--- src/rtl/alu_pkg.sv ---
// Shared encodings for the ALU issue controller: ALU select codes, RV32 opcode
// and funct7 constants, and issue FSM states.
package alu_pkg;

   localparam logic [6:0] OPC_OP     = 7'b0110011;
   localparam logic [6:0] OPC_OPIMM  = 7'b0010011;
   localparam logic [6:0] F7_ZERO    = 7'b0000000;
   localparam logic [6:0] F7_ALT     = 7'b0100000;
   localparam logic [6:0] F7_MULDIV  = 7'b0000001;

   typedef enum logic [4:0] {
      ALU_ADD  = 5'h00,
      ALU_SLL  = 5'h01,
      ALU_SLT  = 5'h02,
      ALU_SLTU = 5'h03,
      ALU_XOR  = 5'h04,
      ALU_SRL  = 5'h05,
      ALU_OR   = 5'h06,
      ALU_AND  = 5'h07,
      ALU_SUB  = 5'h08,
      ALU_SRA  = 5'h0D,
      ALU_MUL  = 5'h1E
   } alu_sel_e;

   typedef enum logic [2:0] {
      ST_IDLE,
      ST_EXEC,
      ST_MD_START,
      ST_MD_WAIT,
      ST_RESP
   } issue_state_e;

   // Select for the funct7=0 form of each funct3 (shared by OP and OP-IMM).
   function automatic alu_sel_e base_sel(input logic [2:0] f3);
      case (f3)
         3'b000: return ALU_ADD;
         3'b001: return ALU_SLL;
         3'b010: return ALU_SLT;
         3'b011: return ALU_SLTU;
         3'b100: return ALU_XOR;
         3'b101: return ALU_SRL;
         3'b110: return ALU_OR;
         3'b111: return ALU_AND;
      endcase
   endfunction

endpackage

--- src/rtl/alu_op_decode.sv ---
// Combinational RV32IM OP/OP-IMM decode into an ALU select, operand-B source
// and an illegal flag.
module alu_op_decode
   import alu_pkg::*;
(
   input  logic [6:0] opcode,
   input  logic [2:0] funct3,
   input  logic [6:0] funct7,
   output alu_sel_e   sel,
   output logic       use_imm,
   output logic       illegal
);

   always_comb begin
      sel     = ALU_ADD;
      use_imm = 1'b0;
      illegal = 1'b0;
      if (opcode == OPC_OP) begin
         case (funct7)
            F7_ZERO:   sel = base_sel(funct3);
            F7_ALT: begin
               if (funct3 == 3'b000)      sel = ALU_SUB;
               else if (funct3 == 3'b101) sel = ALU_SRA;
               else                       illegal = 1'b1;
            end
            F7_MULDIV: begin
               if (funct3 == 3'b000) sel = ALU_MUL;
               else                  illegal = 1'b1;
            end
            default:   illegal = 1'b1;
         endcase
      end else if (opcode == OPC_OPIMM) begin
         use_imm = 1'b1;
         // Only the shift immediates carry a funct7 field; elsewhere it is imm[11:5].
         case (funct3)
            3'b001: begin
               sel = ALU_SLL;
               if (funct7 != F7_ZERO) illegal = 1'b1;
            end
            3'b101: begin
               if (funct7 == F7_ZERO)     sel = ALU_SRL;
               else if (funct7 == F7_ALT) sel = ALU_SRA;
               else                       illegal = 1'b1;
            end
            default: sel = base_sel(funct3);
         endcase
      end else begin
         illegal = 1'b1;
      end
   end

endmodule

--- src/rtl/alu_issue_ctrl.sv ---
// Execute-stage issue controller: accepts one decoded op, drives the ALU
// sel/ready interface (single-cycle ops and multi-cycle MUL), returns the result.
module alu_issue_ctrl
   import alu_pkg::*;
#(
   parameter int          XLEN       = 32,
   parameter int          MD_TIMEOUT = 64,
   parameter logic [4:0]  IDLE_SEL   = 5'h00
) (
   input  logic            clk,
   input  logic            rst_n,
   input  logic            in_valid,
   output logic            in_ready,
   input  logic [6:0]      in_opcode,
   input  logic [2:0]      in_funct3,
   input  logic [6:0]      in_funct7,
   input  logic [4:0]      in_rd,
   input  logic [XLEN-1:0] in_rs1_val,
   input  logic [XLEN-1:0] in_rs2_val,
   input  logic [XLEN-1:0] in_imm,
   output logic [XLEN-1:0] alu_a,
   output logic [XLEN-1:0] alu_b,
   output logic [4:0]      alu_sel,
   input  logic [XLEN-1:0] alu_result,
   input  logic            alu_ready,
   output logic            out_valid,
   input  logic            out_ready,
   output logic [4:0]      out_rd,
   output logic [XLEN-1:0] out_result,
   output logic            out_illegal,
   output logic            out_timeout,
   output logic            busy
);

   localparam int CW = $clog2(MD_TIMEOUT + 1);

   issue_state_e state;
   logic [CW-1:0] cnt;
   alu_sel_e     dec_sel;
   logic         dec_use_imm;
   logic         dec_illegal;
   logic         accept;

   alu_op_decode u_dec (
      .opcode  (in_opcode),
      .funct3  (in_funct3),
      .funct7  (in_funct7),
      .sel     (dec_sel),
      .use_imm (dec_use_imm),
      .illegal (dec_illegal)
   );

   assign in_ready = (state == ST_IDLE) || ((state == ST_RESP) && out_ready);
   assign accept   = in_valid && in_ready;
   assign busy     = (state != ST_IDLE);

   always_ff @(posedge clk or negedge rst_n) begin
      if (!rst_n) begin
         state       <= ST_IDLE;
         cnt         <= '0;
         alu_a       <= '0;
         alu_b       <= '0;
         alu_sel     <= IDLE_SEL;
         out_valid   <= 1'b0;
         out_rd      <= '0;
         out_result  <= '0;
         out_illegal <= 1'b0;
         out_timeout <= 1'b0;
      end else begin
         case (state)
            ST_EXEC: begin
               out_result <= alu_result;
               out_valid  <= 1'b1;
               alu_sel    <= IDLE_SEL;
               state      <= ST_RESP;
            end
            ST_MD_START: begin
               // alu_ready here may be a leftover done from the previous MUL.
               cnt   <= '0;
               state <= ST_MD_WAIT;
            end
            ST_MD_WAIT: begin
               if (alu_ready) begin
                  out_result <= alu_result;
                  out_valid  <= 1'b1;
                  alu_sel    <= IDLE_SEL;
                  state      <= ST_RESP;
               end else if (cnt == CW'(MD_TIMEOUT - 1)) begin
                  out_result  <= '0;
                  out_timeout <= 1'b1;
                  out_valid   <= 1'b1;
                  alu_sel     <= IDLE_SEL;
                  state       <= ST_RESP;
               end else begin
                  cnt <= cnt + CW'(1);
               end
            end
            ST_RESP: begin
               if (out_ready) begin
                  out_valid   <= 1'b0;
                  out_illegal <= 1'b0;
                  out_timeout <= 1'b0;
                  state       <= ST_IDLE;
               end
            end
            default: ;
         endcase

         // Accept is shared by IDLE and the RESP handshake cycle; it overrides the above.
         if (accept) begin
            out_rd <= in_rd;
            if (dec_illegal) begin
               out_result  <= '0;
               out_illegal <= 1'b1;
               out_valid   <= 1'b1;
               state       <= ST_RESP;
            end else begin
               alu_a   <= in_rs1_val;
               alu_b   <= dec_use_imm ? in_imm : in_rs2_val;
               alu_sel <= dec_sel;
               state   <= (dec_sel == ALU_MUL) ? ST_MD_START : ST_EXEC;
            end
         end
      end
   end

endmodule

--- config.mk ---
export PLATFORM = sky130hd
export DESIGN_NAME = alu_issue_ctrl
export DESIGN_NICKNAME = d
export VERILOG_FILES = /design/src/rtl/alu_pkg.sv /design/src/rtl/alu_op_decode.sv /design/src/rtl/alu_issue_ctrl.sv
export SDC_FILE = /design/constraint.sdc
export NUM_CORES = 1
export LEC_CHECK = 0
export ABC_AREA = 1
export CAP_MARGIN = 40
export CELL_PAD_IN_SITES_DETAIL_PLACEMENT = 1
export CELL_PAD_IN_SITES_GLOBAL_PLACEMENT = 1
export CORE_MARGIN = 3
export CORE_UTILIZATION = 31
export DETAILED_ROUTE_END_ITERATION = 10
export PLACE_DENSITY_LB_ADDON = 0.1
export SYNTH_ARGS = -nofsm -noshare
export SYNTH_HDL_FRONTEND = slang
export SYNTH_HIERARCHICAL = 1
export SYNTH_SLANG_ARGS = --single-unit
--- constraint.sdc ---
create_clock -name clk -period 2.3 [get_ports clk]
set_input_delay 0.575 -clock clk [delete_from_list [all_inputs] [get_ports clk]]
set_output_delay 0.575 -clock clk [all_outputs]
set_load 0.02 [all_outputs]
**Yosys cells after proc, flatten, opt, wreduce, memory -nomap -nowiden**

Memory sizes are Yosys's and may differ from the RTL's.
Cells that the tools add are included.

- ROM bits: 48
- Latch bits: 0
- Register bits after elaboration: 119
- Input port bits: 155
- Word-level logic and storage cells: 103
- Memories: 2
- Bits in writable memories: 0
- Output and inout port bits: 111

- Shift operators: 0
- Reduce and logical (&&, ||, !) cells: 15
- Muxes and demuxes: 56
- $add $sub $neg: 1
- Multipliers: 0
- Divide/modulo/power cells: 0
- Bitwise logic cells: 1
- Equality and inequality tests: 18
- Order comparisons: 0

Memory list:

| memory | depth | bits a word | read ports | clocked after memory_dff | write ports | line | RTL |
|---|---|---|---|---|---|---|---|
| (no name shown) | 8 | 3 | 1 | 0 | 0 | alu_pkg.sv:35 | `case (f3)` |
| (no name shown) | 8 | 3 | 1 | 0 | 0 | alu_pkg.sv:35 |  |

Operators with widths:

| cell | number |
|---|---|
| $mux 32 | 5 |
| $pmux 32 s2 | 1 |
| $mux 5 | 9 |
| $mux 1 | 22 |
| $eq 7x6->1 const B | 3 |
| $pmux 5 s2 | 2 |
| $mux 3 | 5 |
| $pmux 5 s3 | 1 |
| $mux 7 | 2 |
| $pmux 7 s2 | 1 |
| $pmux 3 s4 | 1 |
| $mux 4 | 2 |
| $ne 2x2->1 const B | 4 |
| $add 7x1->7 const B | 1 |
| $eq 7x1->1 const B | 1 |
| $eq 7x5->1 const B | 1 |
| $logic_not 7->1 | 1 |
| $reduce_bool 7->1 | 1 |
| $eq 3x1->1 const B | 2 |
| $eq 3x2->1 const B | 2 |
| $eq 3x3->1 const B | 2 |
| $logic_not 3->1 | 2 |
| $pmux 1 s3 | 2 |
| $reduce_and 3->1 | 2 |
| other kinds (13) | 16 |

**Logic depth before layout (Yosys ltp)**

- Word-level depth: 10
- Gate-level depth with buffers: 14
- Mapped depth without buffers: 13

**By module**

The synthesis kept the hierarchy.

Modules (own cells, without submodules):

| module | instances | cells an instance | area each (sq um) | seq. area each (sq um) |
|---|---|---|---|---|
| alu_issue_ctrl | 1 | 601 | 5188.7 | 2977.9 |
| alu_op_decode | 1 | 75 | 387.9 | 0.0 |

**Worst setup path before layout**

OpenSTA, ideal clock, no wires.

- Path type: input to register
- Start point: input port in_opcode[3]
- End point: register alu_b[0]
- Setup slack: 0.272 ns
- Buffers on the path: 2
- Arrival time: 1.912 ns
- Required time: 2.184 ns
- Setup time: 0.116 ns
- Stages on the path: 8
- Cells stage by stage: nor2_1 > nand3_2 > nor2_4 > clkbuf_1 > clkbuf_1 > mux2_2 > nand2_1 > nand2_1

- Elaborated cells on any way between the ends: 9
- Those cells by class: 2 x eq/ne; 5 x mux; 1 x bitwise; 1 x reduce/logical

RTL lines:

| what | line | RTL |
|---|---|---|
| from (decl) | alu_issue_ctrl.sv:14 | `input logic [6:0] in_opcode,` |
| $eq 7x5->1 | alu_op_decode.sv:32 | `end else if (opcode == OPC_OPIMM) begin` |
| $mux 1 | alu_op_decode.sv:32 |  |
| $mux 1 (*) | alu_op_decode.sv:18 | `if (opcode == OPC_OP) begin` |
| via dec_use_imm | alu_issue_ctrl.sv:40 | `logic dec_use_imm;` |
| $mux 32 (*) | alu_issue_ctrl.sv:119 | `alu_b <= dec_use_imm ? in_imm : in_rs2_val;` |
| to (signal assigned) | alu_issue_ctrl.sv:119 |  |
| to (decl) | alu_issue_ctrl.sv:22 | `output logic [XLEN-1:0] alu_b,` |

The timed path passes the listed nets; every way through them passes the cells marked *.
A chain may end at the register's enable or synchronous reset.

**Final worst setup path**

- Start point: input port out_ready
- End point: output port in_ready

- Cells in the longest elaborated chain, start to end: 2

Ends and longest elaborated chain:

| what | line | RTL |
|---|---|---|
| from (decl) | alu_issue_ctrl.sv:27 | `input logic out_ready,` |
| $logic_and 1x1->1 | alu_issue_ctrl.sv:53 | `assign in_ready = (state == ST_IDLE) \|\| ((state == ST_RESP) && out_ready);` |
| $logic_or 1x1->1 | alu_issue_ctrl.sv:53 |  |
| to (decl) | alu_issue_ctrl.sv:13 | `output logic in_ready,` |

No other way between the ends.

==> results by group <==
Power
  – Sw Share: between 20 and 30%
  – Pint: just under 5000 uW
  – P_sw: between 2000 and 2500 uW
  – Power share of the combinational group: about a quarter
  – Lkg Pwr: 0.004524 uW
  – Power, Total: 6938 uW
  – Clock network fraction of total power: about two fifths
  – Pwr Density: between 700 and 800 nW/um2
  – Seq pwr share: 35.6%
  – VDD IR-drop max: approximately 0.49 mV

Cells and area
  – Multi-input gate area: approximately 2300 um2
  – Antenna cell count: 0
  – Layout cells sized above 1: between 10 and 15%
  – Final #Nets: between 1000 and 1500
  – Reg area: 2978 um2
  – Area growth from synthesis to layout: 69.53%
  – Fillers: around 2000
  – Final Instance Area: 9454 um2

GRT
  – Initial antenna violation count: 0
  – GR Overflow Total: 0
  – GR Util All Layers: between 20% and 30%
  – Vias in the first global route: ~6400
  – Largest net degree at the start of global routing: 46
  – First-pass GRT wire length: 32.98 mm

Timing
  – RSZ-0062 raised after global routing: false
  – Final worst path period share: about 96%
  – Slew headroom: 62.49%
  – Final Slew Violations: 0
  – Tightest Pin Transition: ~0.56 ns
  – Post-route minimum period: around 2.2 ns
  – Final Skew: ~0.0079 ns
  – Max Fclk: approximately 0.46 GHz
  – Final setup violation count: 0
  – Final hold vios: 0

Clocking
  – # Post-CTS Setup Buffers: 0
  – Cts bufs inserted: 17
  – Number of buffers on the longest clock path: 2
  – CTS tree: built
  – Clk_lat worst skew: 0.42 ns
  – Htree depth: 4
  – CTS sink cnt: around 120
  – Clock Pin Slew Worst Setup and Hold Paths: ~0.060 ns
  – Root buf cell: clkbuf_16

Flow run
  – Max Cap Viol: 0

Outcome
  – Status: completed

Die
  – Starting Density: roughly a third
  – DIE AREA: 19640 um2
  – Width of the die: 140.1 um
  – Die H: 140.1 um
  – Row count: 48
  – Ports: around 270
  – Core area: 17480 um2

Setup path
  – Critical path type: input pin to primary output
  – Crit path max fanout: 3
  – WP data arrival: around 1.6 ns
  – Critical Path RT: 1.73 ns
  – Crit. End Element: primary output
  – Element type at the critical path start: input pin

Logic synthesis
  – Top cells by area, synth: dfrtp_1, nand2_1, mux2_2
  – Most used DFF post-synth: dfrtp_1
  – Average size of a mapped cell: 8.249 um2
  – Count leader, synth: nand2_1
  – Post-synth top area share: between 50 and 60%
  – Yosys top cell by area: dfrtp_1
  – Async set or reset register ratio after synthesis: 100.0%
  – Sequential element share of the synthesized area: 53.40%
  – Synth cell types: 26
  – Post-synth top cells: nand2_1, dfrtp_1, a21oi_1
  – Synth warn: 6
  – Post-Syn Instances: a little under 700
  – Syn_nets: between 800 and 900
  – Post-Syn Area: 5577 um2
  – Register bit count reported by yosys: 119
  – Number of synthesized flops with an enable pin: 0

Drt
  – Pre-Repair DR Iteration Count: 4
  – DRC Markers: 0
  – Via Count: roughly 5600
  – Final wirelength: slightly above 20 mm
  – Post-DRT Antenna Nets: 0
  – Routed WL per cell: 16.53 um
  – DRT iter0 DRCs: between 150 and 200
  – Vias per inst: about 4.6

Placement
  – Port buffer count: roughly 270
  – Placed inst area: approximately 9000 um2
  – GP Congestion: about 0.87
  – DP HPWL: about 16 mm

Hold path
  – Hold/Removal Path Class: input pin to async pin
-- metal layers --
| layer | vias up | global-route usage (%) | share of wire (%) |
|---|---|---|---|
| met1 | 2703 | 24.57 | 40 |
| li1 | 2722 | - | - |
| met2 | 185 | 35.07 | 49 |
| met3 | 35 | 8.126 | 7.9 |
| met4 | 0 | 6.833 | 2.6 |
| met5 | - | 0 | 0 |
-- state kept, by name, indices dropped and copies added (netlist names) --
signal,count
state,3
alu_a,32
out_valid,1
alu_sel,5
alu_b,32
out_rd,5
out_illegal,1
cnt,7
out_result,32
out_timeout,1
-- cell families after synthesis --
| family | share of synthesized area, % |
|---|---|
| AOI/OAI and AO/OA | 4.555 |
| and+or+nand+nor | 30.58 |
| buffers and inverters | 4.779 |
| muxes | 6.462 |
| DFF | 53.40 |
| adders and majority gates | 0.2243 |
-- cell usage in the layout, fill, tap and decap left out, types with 5 or more instances in the layout --
cell type	instances
a21oi_1	39
nor2_4	5
inv_1	29
buf_4	42
buf_12	9
nor2_1	22
nand3_1	29
mux2_2	32
nand2_1	344
dfrtp_1	119
clkbuf_16	17
clkdlybuf4s50_1	262
nand2_2	8
-- repair_timing --
action / in CTS / in global routing
gates resized for setup: 2 / 0
hold buffers: 0 / 0
endpoints found under the setup margin: 2 / 0
-- power groups by stage --
stage / combinational [uW] / sequential [uW] / clock (uW)
finish: 1760 / 2470 / 2700
floorplan: 448 / 2770 / 0
CTS: 1790 / 2480 / 2770
global route: 1920 / 2500 / 2880
detailed placement: 1790 / 2500 / 0
global placement: 1740 / 2490 / 0
-- final timing paths --
check                                      start  depth (start not counted)  slack, ns                  endpoint
max in group asynchronous                  rst_n                          2       1.51  out_result[13]$_DFF_PN0_
min reg2reg                alu_a[29]$_DFFE_PN0P_                          2       0.48     alu_a[29]$_DFFE_PN0P_
min in group clk           alu_a[29]$_DFFE_PN0P_                          2       0.48     alu_a[29]$_DFFE_PN0P_
min                                        rst_n                          1       0.15   out_timeout$_DFFE_PN0P_
max reg2reg                   cnt[0]$_DFFE_PN0P_                          8       0.51        cnt[5]$_DFFE_PN0P_
max                                    out_ready                          4       0.10                  in_ready
-- critical path, cell delays in order --
cell             delay (ns)
clkdlybuf4s50_1        0.47
o21ai_2                0.18
inv_1                  0.07
dlygate4sd2_1          0.32
-- area by class of cell --
class | count | area share, %
inverter | 31 | 1.231
clock inverter | 12 | 1.482
sequential | 119 | 31.50
tap | 225 | 2.978
timing repair buffer | 315 | 33.17
multi-input combinational | 497 | 24.71
clock buffer | 20 | 4.936
-- stage by stage --
step           cells  util, %  hold WS (ns)  TNS (ns)  setup slack [ns]
2_1_floorplan    676        -        0.2794         0            0.2718
3_3_place_gp    1187    50.64        0.4557    -9.554           -0.1436
3_5_place_dp    1187    50.64        0.4637    -19.59           -0.2439
4_1_cts         1219    54.10        0.1619         0           0.09425
5_1_grt         1219    54.10        0.1769         0           0.02034
6_report        1219    54.10        0.1501         0            0.1026
Note: power is estimated with default switching activity, not from simulation.
